### src/rtl/child_seq_pkg.sv
// child_seq_pkg: shared state encoding, default sizes and index-width helper for child_sequencer.
package child_seq_pkg;
  typedef enum logic [2:0] {IDLE, SCAN, LAUNCH, WAIT, FINISH} state_e;
  localparam int NUM_CHILD_DEF = 5;
  localparam int TIMEOUT_CYC_DEF = 200;
  function automatic int idx_w(input int n);
    return (n > 1) ? $clog2(n) : 1;
  endfunction
endpackage

### src/rtl/lowest_set_idx.sv
// lowest_set_idx: combinational priority encoder, index of the lowest set bit plus a valid flag.
module lowest_set_idx #(
  parameter int N = 5,
  parameter int W = 3
) (
  input  logic [N-1:0] vec_i,
  output logic [W-1:0] idx_o,
  output logic         valid_o
);
  always_comb begin
    idx_o = '0;
    for (int i = N - 1; i >= 0; i--) idx_o = vec_i[i] ? W'(i) : idx_o;
  end
  assign valid_o = |vec_i;
endmodule

### src/rtl/child_sequencer.sv
// child_sequencer: launches each enabled child in ascending order and waits for its done.
// Define CHILD_SEQ_TIMEOUT_EN to add a per-child watchdog with err/fail reporting.
module child_sequencer
  import child_seq_pkg::*;
#(
  parameter int NUM_CHILD   = NUM_CHILD_DEF,
  parameter int TIMEOUT_CYC = TIMEOUT_CYC_DEF,
  parameter int IDX_W       = idx_w(NUM_CHILD)
) (
  input  logic                 clk,
  input  logic                 rst,
  input  logic                 start_i,
  input  logic [NUM_CHILD-1:0] mask_i,
  output logic                 busy_o,
  output logic                 done_o,
  output logic                 err_o,
  output logic [NUM_CHILD-1:0] fail_mask_o,
  output logic [IDX_W-1:0]     cur_idx_o,
  output logic [NUM_CHILD-1:0] child_start_o,
  input  logic [NUM_CHILD-1:0] child_done_i
);
  if (NUM_CHILD < 2 || TIMEOUT_CYC < 2) begin : g_bad_cfg
    $error("child_sequencer: NUM_CHILD and TIMEOUT_CYC must both be >= 2");
  end
  state_e               state_q;
  logic [NUM_CHILD-1:0] pend_q, start_q;
  logic [IDX_W-1:0]     idx_q, low_idx;
  logic                 busy_q, done_q, low_vld, hit;
  lowest_set_idx #(.N(NUM_CHILD), .W(IDX_W)) u_lsi (
    .vec_i  (pend_q),
    .idx_o  (low_idx),
    .valid_o(low_vld)
  );
  assign hit = child_done_i[idx_q];
`ifdef CHILD_SEQ_TIMEOUT_EN
  localparam int CW = $clog2(TIMEOUT_CYC + 1);
  logic [CW-1:0]        wdog_q;
  logic                 err_q;
  logic [NUM_CHILD-1:0] fail_q;
  assign err_o       = err_q;
  assign fail_mask_o = fail_q;
`else
  assign err_o       = 1'b0;
  assign fail_mask_o = '0;
`endif
  always_ff @(posedge clk or posedge rst) begin
    if (rst) begin
      state_q <= IDLE;
      pend_q  <= '0;
      start_q <= '0;
      idx_q   <= '0;
      busy_q  <= 1'b0;
      done_q  <= 1'b0;
`ifdef CHILD_SEQ_TIMEOUT_EN
      wdog_q  <= '0;
      err_q   <= 1'b0;
      fail_q  <= '0;
`endif
    end else begin
      start_q <= '0;
      done_q  <= 1'b0;
      case (state_q)
        IDLE: if (start_i) begin
          pend_q  <= mask_i;
          busy_q  <= 1'b1;
          state_q <= SCAN;
`ifdef CHILD_SEQ_TIMEOUT_EN
          err_q   <= 1'b0;
          fail_q  <= '0;
`endif
        end
        SCAN: if (low_vld) begin
          idx_q   <= low_idx;
          start_q <= NUM_CHILD'(1) << low_idx;
          state_q <= LAUNCH;
        end else begin
          done_q  <= 1'b1;
          state_q <= FINISH;
        end
        LAUNCH: begin
`ifdef CHILD_SEQ_TIMEOUT_EN
          wdog_q  <= '0;
`endif
          state_q <= WAIT;
        end
        // done wins over a watchdog expiry in the same cycle
        WAIT: if (hit) begin
          pend_q[idx_q] <= 1'b0;
          state_q       <= SCAN;
        end
`ifdef CHILD_SEQ_TIMEOUT_EN
        else if (wdog_q == CW'(TIMEOUT_CYC - 1)) begin
          pend_q[idx_q] <= 1'b0;
          fail_q[idx_q] <= 1'b1;
          err_q         <= 1'b1;
          state_q       <= SCAN;
        end else wdog_q <= wdog_q + 1'b1;
`endif
        FINISH: begin
          busy_q  <= 1'b0;
          state_q <= IDLE;
        end
        default: state_q <= IDLE;
      endcase
    end
  end
  assign busy_o        = busy_q;
  assign done_o        = done_q;
  assign cur_idx_o     = idx_q;
  assign child_start_o = start_q;
endmodule

### config.mk
export PLATFORM = sky130hd
export DESIGN_NAME = child_sequencer
export DESIGN_NICKNAME = d
export VERILOG_FILES = /design/src/rtl/child_seq_pkg.sv /design/src/rtl/lowest_set_idx.sv /design/src/rtl/child_sequencer.sv
export SDC_FILE = /design/constraint.sdc
export NUM_CORES = 1
export LEC_CHECK = 0
export BUFFER_PORTS_ARGS = -buffer_cell sky130_fd_sc_hd__buf_2
export CAP_MARGIN = 10
export CORE_ASPECT_RATIO = 1.4
export CORE_MARGIN = 3
export CORE_UTILIZATION = 50
export DETAILED_ROUTE_END_ITERATION = 10
export PLACE_DENSITY = 0.78
export SLEW_MARGIN = 20
export SYNTH_ARGS = -nofsm -noshare
export SYNTH_HDL_FRONTEND = slang
export SYNTH_HIERARCHICAL = 1
export SYNTH_SLANG_ARGS = --single-unit
### constraint.sdc
create_clock -name clk -period 4.85 [get_ports clk]
set_input_delay 0.485 -clock clk [delete_from_list [all_inputs] [get_ports clk]]
set_output_delay 0.485 -clock clk [all_outputs]
set_load 0.005 [all_outputs]
Word level (Yosys, flattened, before mapping)
Index checks and enable logic that the tools add are counted.

storage, ports and cells
  bits in latches = 0
  memory bits (writable) = 0
  memories = 0
  bits in read-only memories = 0
  flip-flop bits (word level) = 18
  input bits = 13
  word-level logic and storage cells = 48

cells by class
  shift operators = 1
  multipliers = 0
  add/sub/neg operators = 0
  equal/unequal tests = 6
  muxes and demuxes = 22
  divide/modulo/power cells = 0
  bitwise gates (word level) = 2
  reductions and logical operators = 9
  magnitude comparators = 2

operators by type and width
  cell                                                               count
  two-way mux 3 bit                                                  8
  two-way mux 5 bit                                                  4
  one-hot mux 3 bit (4 select lines)                                 1
  one-hot mux 5 bit (2 select lines)                                 1
  equality test 3 x 2 -> 1 bit, second input constant                2
  AND reduction 2 bit                                                3
  AND 5 bit                                                          1
  two-way mux 1 bit                                                  5
  inverter 5 bit                                                     1
  OR reduction 5 bit                                                 1
  << shifter 1 x 3 -> 5 bit, first input constant                    1
  less-than comparator 3 x 4 -> 1 bit, second input constant         1
  inequality test 2 bit, second input constant                       2
  nonzero test 2 bit                                                 2
  binary-select mux 1 bit (select 3 bit)                             1
  demux 1 bit (select 3 bit)                                         1
  equality test 3 x 1 -> 1 bit, second input constant                1
  equality test 3 bit, second input constant                         1
  greater-or-equal comparator 3 x 1 -> 1 bit, second input constant  1
  logical NOT 3 bit                                                  1
  AND reduction 3 bit                                                1
  one-hot mux 1 bit (2 select lines)                                 1
  logical AND 1 bit                                                  1

Logic depth before layout (Yosys ltp)
Gate-level depths: netlist (run 1).

  depth after elaboration = 8
  depth in mapped cells = 7
  gate-level depth less buffers = 6

By module
The synthesis (run 1) kept the hierarchy.

modules (own cells, without submodules)
  module           cells each  area an instance (µm²)  instances  sequential area each (µm²)
  child_sequencer  92          912.1                   1          450.4
  lowest_set_idx   8           48.8                    1          0.0

Least setup slack after synthesis (run 1)
No wires, ideal clock.

  kind = flip-flop to flip-flop
  start point = register pend_q[0]
  end point = register start_q[3], in the netlist child_start_o[3]
  slack = 3.295 ns
  period minus slack after synthesis = 1.555 ns
  arrival = 1.435 ns
  path buffers = 1
  cell stages (with the launch flop) = 7
  setup time = 0.120 ns
  data required time = 4.730 ns
  cells stage by stage = dfrtp_1 nor4_2 nand2b_1 and4bb_1 buf_2 nor2b_1 and3_1

on the way
  elaborated cells on any way between the ends = 5
  classes of those cells = shift: 1; mux: 3; reduce/logical: 1

RTL lines
  what                      RTL line               text
  start: declaration        child_sequencer.sv:26  logic [NUM_CHILD-1:0] pend_q, start_q;
  start signal: assignment  child_sequencer.sv:64  pend_q <= mask_i;
  OR reduction 5 bit        lowest_set_idx.sv:14   assign valid_o = |vec_i;
  named net low_vld         child_sequencer.sv:28  logic busy_q, done_q, low_vld, hit;
  two-way mux 5 bit         child_sequencer.sv:72  SCAN: if (low_vld) begin
  two-way mux 5 bit         child_sequencer.sv:62  case (state_q)
  end signal: assignment    child_sequencer.sv:74  start_q <= NUM_CHILD'(1) << low_idx;
  end: declaration          child_sequencer.sv:26

The timed path passes the listed nets, and every way through them passes these cells.
A chain may end at the register's enable or synchronous reset.

Worst setup path in the final report (run 1)
  start point = register state_q[2]
  end point = register pend_q[3]

on the way
  cells in the longest elaborated chain, start to end = 3
  elaborated cells on any way between the ends = 7
  classes of those cells = eq/ne: 3; mux: 1; reduce/logical: 3

ends and longest elaborated chain
  what                                                                          RTL line               text
  start: declaration                                                            child_sequencer.sv:25  state_e state_q;
  start signal: assignment                                                      child_sequencer.sv:48  state_q <= IDLE;
  start signal: assignment                                                      child_sequencer.sv:66  state_q <= SCAN;
  start signal: assignment                                                      child_sequencer.sv:75  state_q <= LAUNCH;
  equality test 3 x 2 -> 1 bit or logical NOT 3 bit (tied branches)             child_sequencer.sv:62
  inequality test 2 bit (no source line) or nonzero test 2 bit (tied branches)  n/a
  AND reduction 3 bit (no source line)                                          n/a

Several ways; a longest one is shown, not always the timed one.

==> results.toml, run 1 <==
[die]
rows = 18
die_x_um = 43.1
die_area_um2 = 2490
die_h_um = 57.9
start_util_pct = 53.3
coreArea_um2 = 1800
num_io_pins = 29

[detailed_routing]
wirelength_um = 1880
drt_iter0_markers = 21
drc = 0
postRouteAntennaNets = 0
vias = 784
routed_via_density = 5.52
firstDrtPassIters = 4
post_drt_wl_per_cell_um = 13.2

[sta]
tightest_slew_ps = 673
fin_ws_ps = 3100
finalCritPeriodShare_pct = 36.1
setup_viol_count_final = 0
slew_headroom_pct = 55.1
finalHoldViolCount = 0
fin_skew_ps = 1.91
max_freq_mhz = 571
finalMaxSlewViolations = 0
rsz0062_at_grt = "false"
finalSetupTns_ps = 0
period_needed_ps = 1750

[cells_and_area]
antenna_cells = 0
area_growth_syn_to_layout_pct = 12.2
drive_above_1_share_pct = 23.8
fillCellCount = 176
final_area_um2 = 1080
seqCellArea_um2 = 450
multi_input_area_um2 = 427
fin_cells = 142
fin_nets = 136

[synth]
synth-seq-cells = 18
synth_edf_count = 0
synthFlopType = "dfrtp_1"
synth_warnings = 6
synthDistinctLibCells = 31
yosysSeqAreaShare_pct = 46.9
async_flop_share_pct = 100
synthCells = 100
syn_area_um2 = 961
avgSynthCellArea_um2 = 9.61

[clock_tree]
h-tree-depth = 1
ctsResizeCount = 0
clock-sinks = 18
clkSlewWorstSetupHoldPaths_ps = 100
cts_buffer_depth = 2
root_buffer = "clkbuf_4"
cts_setup_buffers = 0
clk_latency_ps = 290
hold_buffers = 0
cts_tree = "done"
cts_made_buffers = 3

[global_routing]
overflow = 0
grt_usage_pct = 17.1
grt_pass1_wl_um = 3350
antenna_found_initial = 0
grt_pass1_vias = 803
grt_max_degree = 19

[power_and_ir_drop]
intPower_w = 0.000346
seqPwrFrac_pct = 43.6
clkPwrFrac_pct = 15.4
switchingPower_w = 0.000241
p_per_area_nw_per_um2 = 545
p_sw_share_pct = 41.0
ir_drop_mv = 0.278
finalPower_w = 0.000587
combinationalPowerShare_pct = 41.0
p_leak_nw = 0.536

[placement]
dp_cells = 138
portBuffers = 22
hpwl_um = 1440
place_area_um2 = 1040
pre_cts_ws_ps = 3100
place.gp.congestion = 0.834

[worst_setup_path]
max_stage_delay_ps = 600
required_ps = 5010
critPathLaunchType = "flip-flop"
arrival_ps = 1910
reg2regPathDepth = 4
cp_slowest_cell = "nor4b_4"
rrSetupSlack_ps = 3100
r2r-start = "state_q[2]"
worst-setup-path-type = "reg2reg"
crit_fanout = 10
rr_endpoint = "pend_q[3]"
cp-end-kind = "flip-flop"
path_cells = "nor4b_4, nor2b_2, a211oi_1, a21oi_1"

[job]
cap_violations = 0

[worst_hold_path]
min_path_type = "in2async"

[run_status]
outcome = "completed"
-- worst max-delay path by stage --
| stage | start | to |
|---|---|---|
| floorplan | pend_q[0] | child_start_o[3] |
| global placement | start_i | pend_q[4] |
| detailed placement | start_i | pend_q[3] |
| CTS | state_q[2] | pend_q[3] |
| global route | state_q[2] | pend_q[4] |
| finish | state_q[2] | pend_q[3] |
-- registers in the layout, indices dropped and copies added (netlist names) --
signal and count:
cur_idx_o 3, done_o 1, busy_o 1, pend_q 5, state_q 3, child_start_o 5
-- cells in the mapped netlist, types with 2 or more instances --
library cell	n	area [um2]
a211oi_1	3	22.5
a21oi_1	11	55.1
a31oi_1	5	31.3
and2_1	2	12.5
and3_1	2	12.5
buf_4	6	45.0
buf_6	2	22.5
dfrtp_1	18	450
inv_1	8	30.0
nand2_1	5	18.8
nand2b_1	3	18.8
nand3b_1	2	15.0
nor2_1	8	30.0
nor4_1	2	12.5
o211ai_1	2	15.0
o21ai_0	2	10.0
o21ai_1	5	25.0
-- worst max-delay path: cells and delay by family (launching register included) --
family / cells / cell delay [ps]
DFF: 1 / 490
and+or+nand+nor: 2 / 740
AOI/OAI and AO/OA: 2 / 390
-- kinds of logic (layout without fill, tap and decap cells) --
group | count (synthesis) | after routing | share of synthesized area [%]
AO/OA/AOI/OAI | 30 | 30 | 18.2
buffers and inverters | 17 | 34 | 10.7
flip-flops | 18 | 18 | 46.9
multiplexers | 2 | 2 | 2.21
other | 1 | 6 | 0.390
AND/OR/NAND/NOR | 32 | 32 | 21.6
-- per-layer routing --
layer / track usage, % / share of wire (%) / vias up
li1: - / - / 383
met1: 20.7 / 40 / 375
met2: 30.5 / 55 / 20
met3: 1.86 / 3.8 / 6
met4: 6.90 / 1.8 / 0
met5: 0 / 0 / -
-- final cells by class --
class | count | share of cell area [%]
Timing Repair Buffer | 22 | 10.2
Tap cell | 20 | 2.32
Sequential cell | 18 | 41.8
Multi-Input combinational cell | 70 | 39.6
Clock buffer | 4 | 3.36
Inverter | 8 | 2.78
-- layout by cell type, fill, tap and decap left out, drive strengths merged --
| master | synthesis | layout |
|---|---|---|
| nor4b | 1 | 1 |
| a31oi | 5 | 5 |
| and4b | 1 | 1 |
| clkbuf | 0 | 4 |
| o21ai | 7 | 7 |
| mux2i | 1 | 1 |
| nand2 | 5 | 5 |
| nor2b | 2 | 2 |
| a211oi | 3 | 3 |
| nor4 | 3 | 3 |
| nand2b | 3 | 3 |
| buf | 9 | 22 |
| dfrtp | 18 | 18 |
| mux2 | 1 | 1 |
| and3b | 1 | 1 |
| and4bb | 1 | 1 |
| a311oi | 1 | 1 |
| nand3b | 2 | 2 |
| inv | 8 | 8 |
| and3 | 2 | 2 |
| nor2 | 8 | 8 |
| a21oi | 11 | 11 |
| o21a | 1 | 1 |
| o211ai | 2 | 2 |
| nor3 | 1 | 1 |
| conb | 1 | 6 |
| and2 | 2 | 2 |
-- per-stage QoR --
stage,hold slack [ps],util [%]
after detailed placement,581,57.8
after floorplan,424,-
after global placement,524,57.8
after CTS,295,59.9
final,273,59.9
after global routing,334,59.9
-- power by group through the flow --
stage / Sequential (W) / Clock [W] / Combinational [W]
after global placement: 0.000255 / 0 / 0.000234
after detailed placement: 0.000259 / 0 / 0.000241
after floorplan: 0.000238 / 0 / 0.000207
final: 0.000256 / 0.0000902 / 0.000241
after CTS: 0.000256 / 0.0000936 / 0.000244
after global routing: 0.000266 / 0.0000991 / 0.000277
Power figures use the tool's default switching activity.
==> run 2, diff against run 1 <==
Settings changed: ABC_AREA set to 1, CORE_UTILIZATION 50 to 45, PLACE_DENSITY 0.78 to 0.74.
Clock period 4.85 ns to 1.4 ns, I/O delays scaled along.
==> run 2 against run 1 <==
Against the previous run: final area is 11% higher; core utilization is 0.85 points lower; synthesized cell count is 28% higher; power grew to 4.2 times the previous value; combinational power grew to 5.3 times the previous value; global-route usage is 0.60 points lower; wire length is 11% higher; sequential power grew to 3.7 times the previous value; clock skew is 9.5 ps higher; hold slack worse by 120 ps.
==> results.toml, run 2 <==
[synth]
synthDistinctLibCells = 20
synth_area_leaders = "dfrtp_1 45%, nand2_1 9.4%, nand3_1 7.5%, inv_1 7.2%, buf_4 5.3%"
synthFlopType = "dfrtp_1"
synth_top_family_by_area = "simple AND/OR/NAND/NOR gates"
netlist.area_leader.share_pct = 45.3
synthCells = 128
yosys.area.top_type = "dfrtp_1"
async_flop_share_pct = 100
synth_adder_area_share_pct = 0
syn_area_um2 = 995
synth_edf_count = 0
synthSimpleGateAreaFrac_pct = 31.4
synth_commonest_cells = "25 x nand2_1, 19 x inv_1, 18 x dfrtp_1, 15 x nand3_1, 8 x o21ai_0"
avgSynthCellArea_um2 = 7.77
synth-xor-area-share_pct = 0
yosysSeqAreaShare_pct = 45.3
yosys.cell_count.top_type = "nand2_1"
synth_mux_area_share_pct = 0
synth-seq-cells = 18
synth_warnings = 6
synth_compound_area_share_pct = 7.04

[global_routing]
grt_usage_pct = 16.5
antenna_found_initial = 0
grt_max_degree = 19
overflow = 0
grt_pass1_wl_um = 3330
grt_pass1_vias = 814

[power_and_ir_drop]
intPower_w = 0.00135
seqPwrFrac_pct = 38.5
switchingPower_w = 0.00113
p_sw_share_pct = 45.6
combinationalPowerShare_pct = 51.5
p_per_area_nw_per_um2 = 2080
finalPower_w = 0.00248
ir_drop_mv = 0.933
p_leak_nw = 0.653
clkPwrFrac_pct = 10.0

[clock_tree]
cts_tree = "done"
h-tree-depth = 1
clk_latency_ps = 290
clkSlewWorstSetupHoldPaths_ps = 100
clock-sinks = 18
cts_made_buffers = 3
root_buffer = "clkbuf_4"
cts_buffer_depth = 2

[sta]
finalHoldViolCount = 0
finalMaxSlewViolations = 0
rsz0062_at_grt = "true"
setup_viol_count_final = 0
max_freq_mhz = 762
finalCritPeriodShare_pct = 93.7
hold_ws_ps = 153
fin_skew_ps = 11.4
period_needed_ps = 1310

[detailed_routing]
wirelength_um = 2080
routed_via_density = 5.04
post_drt_wl_per_cell_um = 11.6
postRouteAntennaNets = 0
vias = 902
firstDrtPassIters = 4
drt_iter0_markers = 43
drc = 0

[cells_and_area]
drive_above_1_share_pct = 34.2
layout.cells.most_common = "nand2_1"
final_cell_mix = "24 x nand2_1, 22 x buf_2, 18 x inv_1, 15 x nand3_1, 12 x dfrtp_1"
fillCellCount = 187
area_growth_syn_to_layout_pct = 19.9
antenna_cells = 0
fin_nets = 173
multi_input_area_um2 = 420
seqCellArea_um2 = 458

[worst_hold_path]
min_path_type = "in2reg"

[placement]
hpwl_um = 1620
portBuffers = 22
place.gp.congestion = 0.843

[worst_setup_path]
arrival_ps = 1480
worst-setup-path-type = "reg2reg"
critPathLaunchType = "flip-flop"
crit_fanout = 7
required_ps = 1570
cp-end-kind = "flip-flop"

[die]
die_area_um2 = 2820
die_x_um = 45.7
num_io_pins = 29
coreArea_um2 = 2020
start_util_pct = 49.2
rows = 19
die_h_um = 61.6

[job]
cap_violations = 0

[run_status]
outcome = "completed"
## run 2: critical path: stages (launching register included)
cell     delay (ps)
dfrtp_1         440
nor2_2          180
nand3_1         170
nand2_2         180
inv_1            70
nand2_1          70
o21ai_0          80
## run 2: cells by family after synthesis
| group | Yosys count |
|---|---|
| AO/OA/AOI/OAI | 14 |
| flip-flops | 18 |
| buffers and inverters | 31 |
| AND/OR/NAND/NOR | 64 |
| other | 1 |
## run 2: what timing repair did
action	4_1_cts	5_1_grt
hold endpoints to repair	18	0
setup buffers	0	3
endpoints found under the setup margin	0	9
hold buffers	1	0
gates resized for setup	0	14
## run 2: cell type report
type,count,share of cell area (%)
Clock buffer,3,1.89
Timing Repair Buffer,31,15.1
Tap cell,21,2.20
Sequential cell,18,38.4
Inverter,22,7.14
Multi-Input combinational cell,84,35.3
## run 2: power by group through the flow
stage	registers, W	logic [W]	clock network [W]
floorplan	0.000894	0.000891	0
finish	0.000954	0.00128	0.000247
global placement	0.000935	0.00113	0
CTS	0.000936	0.00117	0.000254
global route	0.000981	0.00146	0.000284
detailed placement	0.000944	0.00117	0
## run 2: path summary, 6_finish.rpt
check	from	endpoint	slack [ps]	depth (start not counted)
min in group asynchronous	rst	pend_q[4]	400	4
worst min-delay path	start_i	busy_o	150	3
worst min register to register	state_q[1]	state_q[2]	540	1
worst max register to register	pend_q[2]	cur_idx_o[0]	90	6
max in group asynchronous	rst	cur_idx_o[0]	780	4
worst max-delay path	pend_q[2]	cur_idx_o[0]	90	6
## run 2: layer usage
metal	vias up	part of all wire (%)	track usage [%]
li1	459	-	-
met1	407	42	19.0
met2	31	51	29.1
met3	5	6.0	2.63
met4	0	1.1	7.72
met5	-	0	0
## run 2: through the flow
step	setup TNS (ps)	utilization, %	std cells	cell area, um2	setup slack [ps]
finish	0	59.0	179	1190	88.3
global route	-13.1	59.0	179	1190	-13.1
CTS	0	56.7	176	1140	6.35
detailed placement	0	55.0	172	1110	19.1
global placement	0	55.0	172	1110	43.4
floorplan	0	-	133	1010	133
